`src/rtl/bus_arbiter_rr_pkg.sv`:
```
// bus_arbiter_rr_pkg: shared bus-arbitration constants and FSM state encodings.
package bus_arbiter_rr_pkg;
    localparam int BUS_MASTER_CH = 4;
    localparam int BUS_OWNER_W = 2;
    localparam int BUS_TIMEOUT_DEF = 255;
    typedef enum logic {
        BUS_ARB_OWN = 1'b0,
        BUS_ARB_RECOVER = 1'b1
    } bus_arb_state_e;
endpackage

```
`src/rtl/bus_arbiter_rr_if.sv`:
```
// bus_arbiter_rr_if: master request/grant lines plus bus-status signals of the arbiter.
interface bus_arbiter_rr_if #(
    parameter int NUM_MASTERS = 4,
    parameter int OWNER_W = 2
);
    logic [NUM_MASTERS-1:0] m_req_;
    logic [NUM_MASTERS-1:0] m_grnt_;
    logic s_as_;
    logic m_rdy_;
    logic [OWNER_W-1:0] owner;
    logic bus_busy;
    logic timeout_;
    logic [OWNER_W-1:0] err_master;
    modport master (
        output m_req_, s_as_, m_rdy_,
        input m_grnt_, owner, bus_busy, timeout_, err_master
    );
    modport slave (
        input m_req_, s_as_, m_rdy_,
        output m_grnt_, owner, bus_busy, timeout_, err_master
    );
endinterface

```
`src/rtl/bus_arbiter_rr_rr_pick.sv`:
```
// rr_pick: combinational round-robin picker, first set request at or after start (wrapping).
module rr_pick
    import bus_arbiter_rr_pkg::*;
#(
    parameter int N = BUS_MASTER_CH,
    parameter int W = BUS_OWNER_W
) (
    input logic [N-1:0] req,
    input logic [W-1:0] start,
    output logic found,
    output logic [W-1:0] idx
);
    logic [2*N-1:0] dbl;
    logic [W:0] sum;
    logic [W-1:0] off;
    // Rotating a doubled vector puts master start at bit 0, so the lowest set bit is the winner.
    always_comb begin
        dbl = {req, req} >> start;
        off = '0;
        for (int k = N - 1; k >= 0; k--) off = dbl[k] ? W'(k) : off;
        sum = {1'b0, start} + {1'b0, off};
        idx = (sum >= (W+1)'(N)) ? W'(sum - (W+1)'(N)) : sum[W-1:0];
    end
    assign found = |req;
endmodule

```
`src/rtl/bus_arbiter_rr.sv`:
```
// bus_arbiter_rr: round-robin bus arbiter with stall watchdog and per-master abort masking.
module bus_arbiter_rr
    import bus_arbiter_rr_pkg::*;
#(
    parameter int NUM_MASTERS = BUS_MASTER_CH,
    parameter int OWNER_W = BUS_OWNER_W,
    parameter int TIMEOUT_CYCLES = BUS_TIMEOUT_DEF,
    parameter int TO_W = 8
) (
    input logic clk,
    input logic reset,
    bus_arbiter_rr_if.slave bus
);
    bus_arb_state_e state, state_n;
    logic [OWNER_W-1:0] owner_q, owner_n, start, pick_idx;
    logic [NUM_MASTERS-1:0] mask, mask_n, req, grnt_n;
    logic [TO_W-1:0] wdog, wdog_n;
    logic pick_found, own_req, stall, fire, change;
    assign req = ~bus.m_req_ & ~mask;
    assign own_req = ~bus.m_req_[owner_q];
    assign stall = ~bus.s_as_ & bus.m_rdy_;
    assign start = (owner_q == OWNER_W'(NUM_MASTERS - 1)) ? '0 : owner_q + 1'b1;
    assign bus.owner = owner_q;
    rr_pick #(.N(NUM_MASTERS), .W(OWNER_W)) u_pick (
        .req(req),
        .start(start),
        .found(pick_found),
        .idx(pick_idx)
    );
    always_comb begin
        state_n = state;
        owner_n = owner_q;
        fire = 1'b0;
        change = 1'b0;
        if (state == BUS_ARB_RECOVER) begin
            state_n = pick_found ? BUS_ARB_OWN : BUS_ARB_RECOVER;
            owner_n = pick_found ? pick_idx : owner_q;
        end else if (!own_req) begin
            change = pick_found;
            owner_n = pick_found ? pick_idx : owner_q;
        end else if (stall && wdog == TO_W'(TIMEOUT_CYCLES - 1)) begin
            fire = 1'b1;
            state_n = BUS_ARB_RECOVER;
        end
        // A master dropping its request unmasks it; the aborted owner is still requesting so its new bit sticks.
        mask_n = (mask & ~bus.m_req_) | (fire ? NUM_MASTERS'(1) << owner_q : '0);
        wdog_n = (state == BUS_ARB_OWN && stall && !fire && !change) ? wdog + 1'b1 : '0;
        grnt_n = (state_n == BUS_ARB_OWN) ? ~(NUM_MASTERS'(1) << owner_n) : '1;
    end
    always_ff @(posedge clk or negedge reset) begin
        if (!reset) begin
            state <= BUS_ARB_OWN;
            owner_q <= '0;
            mask <= '0;
            wdog <= '0;
            bus.m_grnt_ <= ~NUM_MASTERS'(1);
            bus.bus_busy <= 1'b1;
            bus.timeout_ <= 1'b1;
            bus.err_master <= '0;
        end else begin
            state <= state_n;
            owner_q <= owner_n;
            mask <= mask_n;
            wdog <= wdog_n;
            bus.m_grnt_ <= grnt_n;
            bus.bus_busy <= (state_n == BUS_ARB_OWN);
            bus.timeout_ <= ~fire;
            bus.err_master <= fire ? owner_q : bus.err_master;
        end
    end
endmodule

```
`src/flat_wrapper.sv`:
```
// flat-port wrapper written by rule: the top's interface ports become plain ports
module bus_arbiter_rr_flat import bus_arbiter_rr_pkg::*;
#(
    parameter int NUM_MASTERS = BUS_MASTER_CH,
    parameter int OWNER_W = BUS_OWNER_W,
    parameter int TIMEOUT_CYCLES = BUS_TIMEOUT_DEF,
    parameter int TO_W = 8
)
  (clk, reset, bus_m_req_, bus_s_as_, bus_m_rdy_, bus_m_grnt_, bus_owner, bus_bus_busy, bus_timeout_, bus_err_master);
  bus_arbiter_rr_if #(.NUM_MASTERS(NUM_MASTERS), .OWNER_W(OWNER_W)) bus_i ();
  input logic clk;
  input logic reset;
  input wire logic [$bits(bus_i.m_req_)-1:0] bus_m_req_;
  input wire logic [$bits(bus_i.s_as_)-1:0] bus_s_as_;
  input wire logic [$bits(bus_i.m_rdy_)-1:0] bus_m_rdy_;
  output wire logic [$bits(bus_i.m_grnt_)-1:0] bus_m_grnt_;
  output wire logic [$bits(bus_i.owner)-1:0] bus_owner;
  output wire logic [$bits(bus_i.bus_busy)-1:0] bus_bus_busy;
  output wire logic [$bits(bus_i.timeout_)-1:0] bus_timeout_;
  output wire logic [$bits(bus_i.err_master)-1:0] bus_err_master;
  assign bus_i.m_req_ = bus_m_req_;
  assign bus_i.s_as_ = bus_s_as_;
  assign bus_i.m_rdy_ = bus_m_rdy_;
  assign bus_m_grnt_ = bus_i.m_grnt_;
  assign bus_owner = bus_i.owner;
  assign bus_bus_busy = bus_i.bus_busy;
  assign bus_timeout_ = bus_i.timeout_;
  assign bus_err_master = bus_i.err_master;
  bus_arbiter_rr #(.NUM_MASTERS(NUM_MASTERS), .OWNER_W(OWNER_W), .TIMEOUT_CYCLES(TIMEOUT_CYCLES), .TO_W(TO_W)) u_core (.clk(clk), .reset(reset), .bus(bus_i));
endmodule
```
`config.mk`:
```
export PLATFORM = sky130hd
export DESIGN_NAME = bus_arbiter_rr_flat
export DESIGN_NICKNAME = d
export VERILOG_FILES = /design/src/rtl/bus_arbiter_rr_pkg.sv /design/src/rtl/bus_arbiter_rr_if.sv /design/src/rtl/bus_arbiter_rr_rr_pick.sv /design/src/rtl/bus_arbiter_rr.sv /design/src/flat_wrapper.sv
export SDC_FILE = /design/constraint.sdc
export NUM_CORES = 1
export LEC_CHECK = 0
export BUFFER_PORTS_ARGS = -buffer_cell sky130_fd_sc_hd__buf_2
export CAP_MARGIN = 10
export CORE_MARGIN = 4
export CORE_UTILIZATION = 45
export CTS_CLUSTER_DIAMETER = 100
export DETAILED_ROUTE_END_ITERATION = 16
export HOLD_SLACK_MARGIN = 0.03
export PLACE_DENSITY = 0.65
export SETUP_SLACK_MARGIN = 0.2
export SLEW_MARGIN = 20
export SYNTH_ARGS = -nofsm -noshare
export SYNTH_HDL_FRONTEND = slang
export SYNTH_HIERARCHICAL = 1
export SYNTH_SLANG_ARGS = --single-unit
```
`constraint.sdc`:
```
create_clock -name clk -period 3 [get_ports clk]
set_clock_uncertainty 0.1 [all_clocks]
set_input_delay 0.3 -clock clk [delete_from_list [all_inputs] [get_ports clk]]
set_output_delay 0.3 -clock clk [all_outputs]
set_load 0.05 [all_outputs]
```
==> run_results.csv <==
group,metric,value,unit
layout,multiInputGateArea,713,um^2
setup_path,crit_path_end_kind,"flip-flop",
synthesis,seq_area_frac_synth,0.451,
clock_network,clockRootBuffer,"clkbuf_4",
power_and_ir_drop,switching_share,0.434,
power_and_ir_drop,power_density,844,nW/um^2
clock_network,clk_pin_slew,110,ps
route,vias,1001,
die,die_x,61.5,um
synthesis,ys_top_cells_by_area,"dfrtp_1 (35%), dfstp_2 (10%), ha_1 (6.8%)",
clock_network,clk_latency,300,ps
die,initial_utilization,0.467,
sta,slew_headroom,0.649,
layout,drive_gt1_frac,0.353,
synthesis,synth_fp_nets,144,
route,first_iter_violations,64,
place,dp_hpwl,1.86,mm
layout,final_cell_mix,"buf_2 (17), nor2_1 (16), dfrtp_1 (16)",
synthesis,syn-instance-count,129,
power_and_ir_drop,p_leak,0.000660,uW
sta,setup-tns-final,0,ps
place,dpl_worst_slack,204,ps
power_and_ir_drop,seqPwrFrac,0.302,
place,port_buffers,17,
setup_path,critPathMaxFanout,6,
route,routed_wl,2.62,mm
setup_path,crit_slowest_cell,"dfrtp_2",
layout,final_util,0.568,
clock_network,clock_path_buffers,2,
sta,setup-violations-final,0,
clock_network,htreeDepth,1,
sta,period_needed,2720,ps
layout,fillers,258,
die,fp-row-count,19,
route,wl_per_cell,14.0,um
synthesis,netlist_area,1290,um^2
die,dieArea,3780,um^2
power_and_ir_drop,p_int,748,uW
power_and_ir_drop,ir_worst_vdd,0.469,mV
synthesis,synth_cell_types,37,
global_routing,antenna_found_initial,0,
clock_network,cts_made_buffers,3,
flow_run,timing.max_cap.violations,0,
global_routing,grt_max_degree,24,
sta,worstMarginPinSlew,527,ps
setup_path,crit_type,"reg -> reg",
layout,seqCellArea,584,um^2
synthesis,yosys.area.top_type_share,0.350,
sta,setup_ws,279,ps
sta,final-hold-violation-count,0,
die,fp.dieH,61.5,um
synthesis,synth.largest_area_cell,"dfrtp_1",
layout,fin_nets,172,
route,drtAntennaViolNets,0,
setup_path,cp-start-kind,"flip-flop",
setup_path,required,3140,ps
global_routing,grt_pass1_vias,977,
route,drcViolationCount,0,
power_and_ir_drop,p_comb_frac,0.595,
layout,final_common_cell,"buf_2",
route,vias_per_cell,5.35,
synthesis,syn_avg_cell_area,9.99,um^2
power_and_ir_drop,power,1320,uW
power_and_ir_drop,clock_power_share,0.103,
synthesis,synth_seq_cells,23,
sta,slew_violations,0,
setup_path,path_cells,"ha_4 -> nor2_1 -> buf_4 -> buf_12 -> nor4_4 -> a21oi_2 -> o211ai_1 -> ha_2 -> xor2_1 -> xnor2_1 -> inv_1 -> or3_4 -> a211o_1",
die,io_pins,18,
layout,syn_to_final_growth,21.6,%
worst_hold_path,hold_path_class,"in -> reg",
die,core_area,2760,um^2
place,gp_congestion,0.786,
global_routing,grt_pass1_wl,4.11,mm
layout,n_antenna_cell,0,
power_and_ir_drop,power_switching,574,uW
synthesis,synth_warnings,6,
route,drtPass1Iterations,4,
sta,rsz0062_at_grt,"no",
setup_path,max_stage_delay,440,ps
global_routing,overflow,0,
clock_network,clock-sinks,23,
global_routing,grtUsageTotal,0.146,
clock_network,cts_tree,"done",
run_status,status,"finished clean",
sta,fmax,368,MHz
setup_path,cp.arrival,2860,ps
sta,finalCritPeriodShare,0.907,
[final timing paths]
| check | from | endpoint | slack [ps] | cells past startpoint |
|---|---|---|---|---|
| worst max register to register | u_core/bus.owner[0]$_DFF_PN0_ | u_core/bus.m_grnt_[3]$_DFF_PN1_ | 280 | 13 |
| max in group asynchronous | reset | u_core/bus.owner[1]$_DFF_PN0_ | 2020 | 2 |
| min in group asynchronous | reset | u_core/bus.m_grnt_[0]$_DFF_PN0_ | 400 | 2 |
| worst min register to register | u_core/bus.err_master[0]$_DFFE_PN0P_ | u_core/bus.err_master[0]$_DFFE_PN0P_ | 410 | 1 |
| worst max-delay path | u_core/bus.owner[0]$_DFF_PN0_ | u_core/bus.m_grnt_[3]$_DFF_PN1_ | 280 | 13 |
| worst min-delay path | bus_m_req_[1] | u_core/mask[1]$_DFF_PN0_ | 130 | 2 |
[cell type report]
cell class,count,area share
inverters,12,0.0304
well taps,31,0.0248
clock buffers,4,0.0168
flip-flops and latches,23,0.373
multi-input cells,93,0.455
repair buffers,24,0.0998
[critical path: cells and delay by family (launching register included)]
kind | cells | cell delay (ps)
XOR/XNOR | 2 | 320
buffers and inverters | 3 | 350
AO/OA/AOI/OAI | 3 | 430
AND/OR/NAND/NOR | 3 | 670
adder cells (fa/ha/maj) | 2 | 350
flip-flops | 1 | 440
[power by group through the flow]
stage	logic, uW	registers [uW]	clock network [uW]
after floorplan	385	535	0
after global placement	627	412	0
after detailed placement	636	417	0
after CTS	701	392	146
after global routing	866	405	153
final	787	399	136
[sequential cells by signal, summed over array words and instances (netlist names)]
register	cells
u_core/state	1
u_core/bus.timeout_	1
u_core/bus.err_master	2
u_core/wdog	8
u_core/bus.m_grnt_	4
u_core/bus.owner	2
u_core/mask	4
u_core/bus.bus_busy	1
[what timing repair did]
item | 4_1_cts | 5_1_grt
gates resized for setup | 0 | 15
hold buffers | 1 | 0
buffers inserted | 4 | 1
endpoints found under the hold margin | 18 | 0
pin swaps | 0 | 6
endpoints found under the setup margin | 1 | 2
[metrics by stage]
step / cell area, um^2 / cells / hold slack [ps]
after floorplan: 1290 / 129 / -95.6
after global placement: 1420 / 177 / 197
after detailed placement: 1420 / 177 / 205
after CTS: 1480 / 186 / 114
after global routing: 1570 / 187 / 120
final: 1570 / 187 / 127
[synthesized netlist by cell type, drive strengths merged]
library cell / n
or3b: 1
nand2b: 3
a21oi: 3
nand3b: 1
o21a: 1
nand2: 11
a211oi: 1
inv: 12
mux2i: 1
nor2: 18
nand3: 4
xor2: 3
o2bb2ai: 1
xnor2: 5
dfstp: 5
or3: 2
dfrtp: 18
nor4: 2
nor3: 5
buf: 1
nor3b: 2
mux4: 1
or4: 2
mux2: 4
nand4: 2
a211o: 1
a2111oi: 1
a31oi: 1
o21ai: 7
o211ai: 2
ha: 7
o31ai: 1
[per-layer routing]
| metal | part of all wire | global-route usage |
|---|---|---|
| met4 | 0.0053 | 0.0545 |
| met1 | 0.41 | 0.161 |
| met2 | 0.57 | 0.281 |
| met5 | 0 | 0 |
| met3 | 0.018 | 0.0189 |
[cell families after synthesis]
kind of cell / Yosys count / synth area share
AND/OR/NAND/NOR: 53 / 0.221
flip-flops: 23 / 0.451
AO/OA/AOI/OAI: 19 / 0.102
buffers and inverters: 13 / 0.0427
XOR/XNOR: 8 / 0.0544
adder cells (fa/ha/maj): 7 / 0.0680
multiplexers: 6 / 0.0602
(Power assumes the default switching activity.)
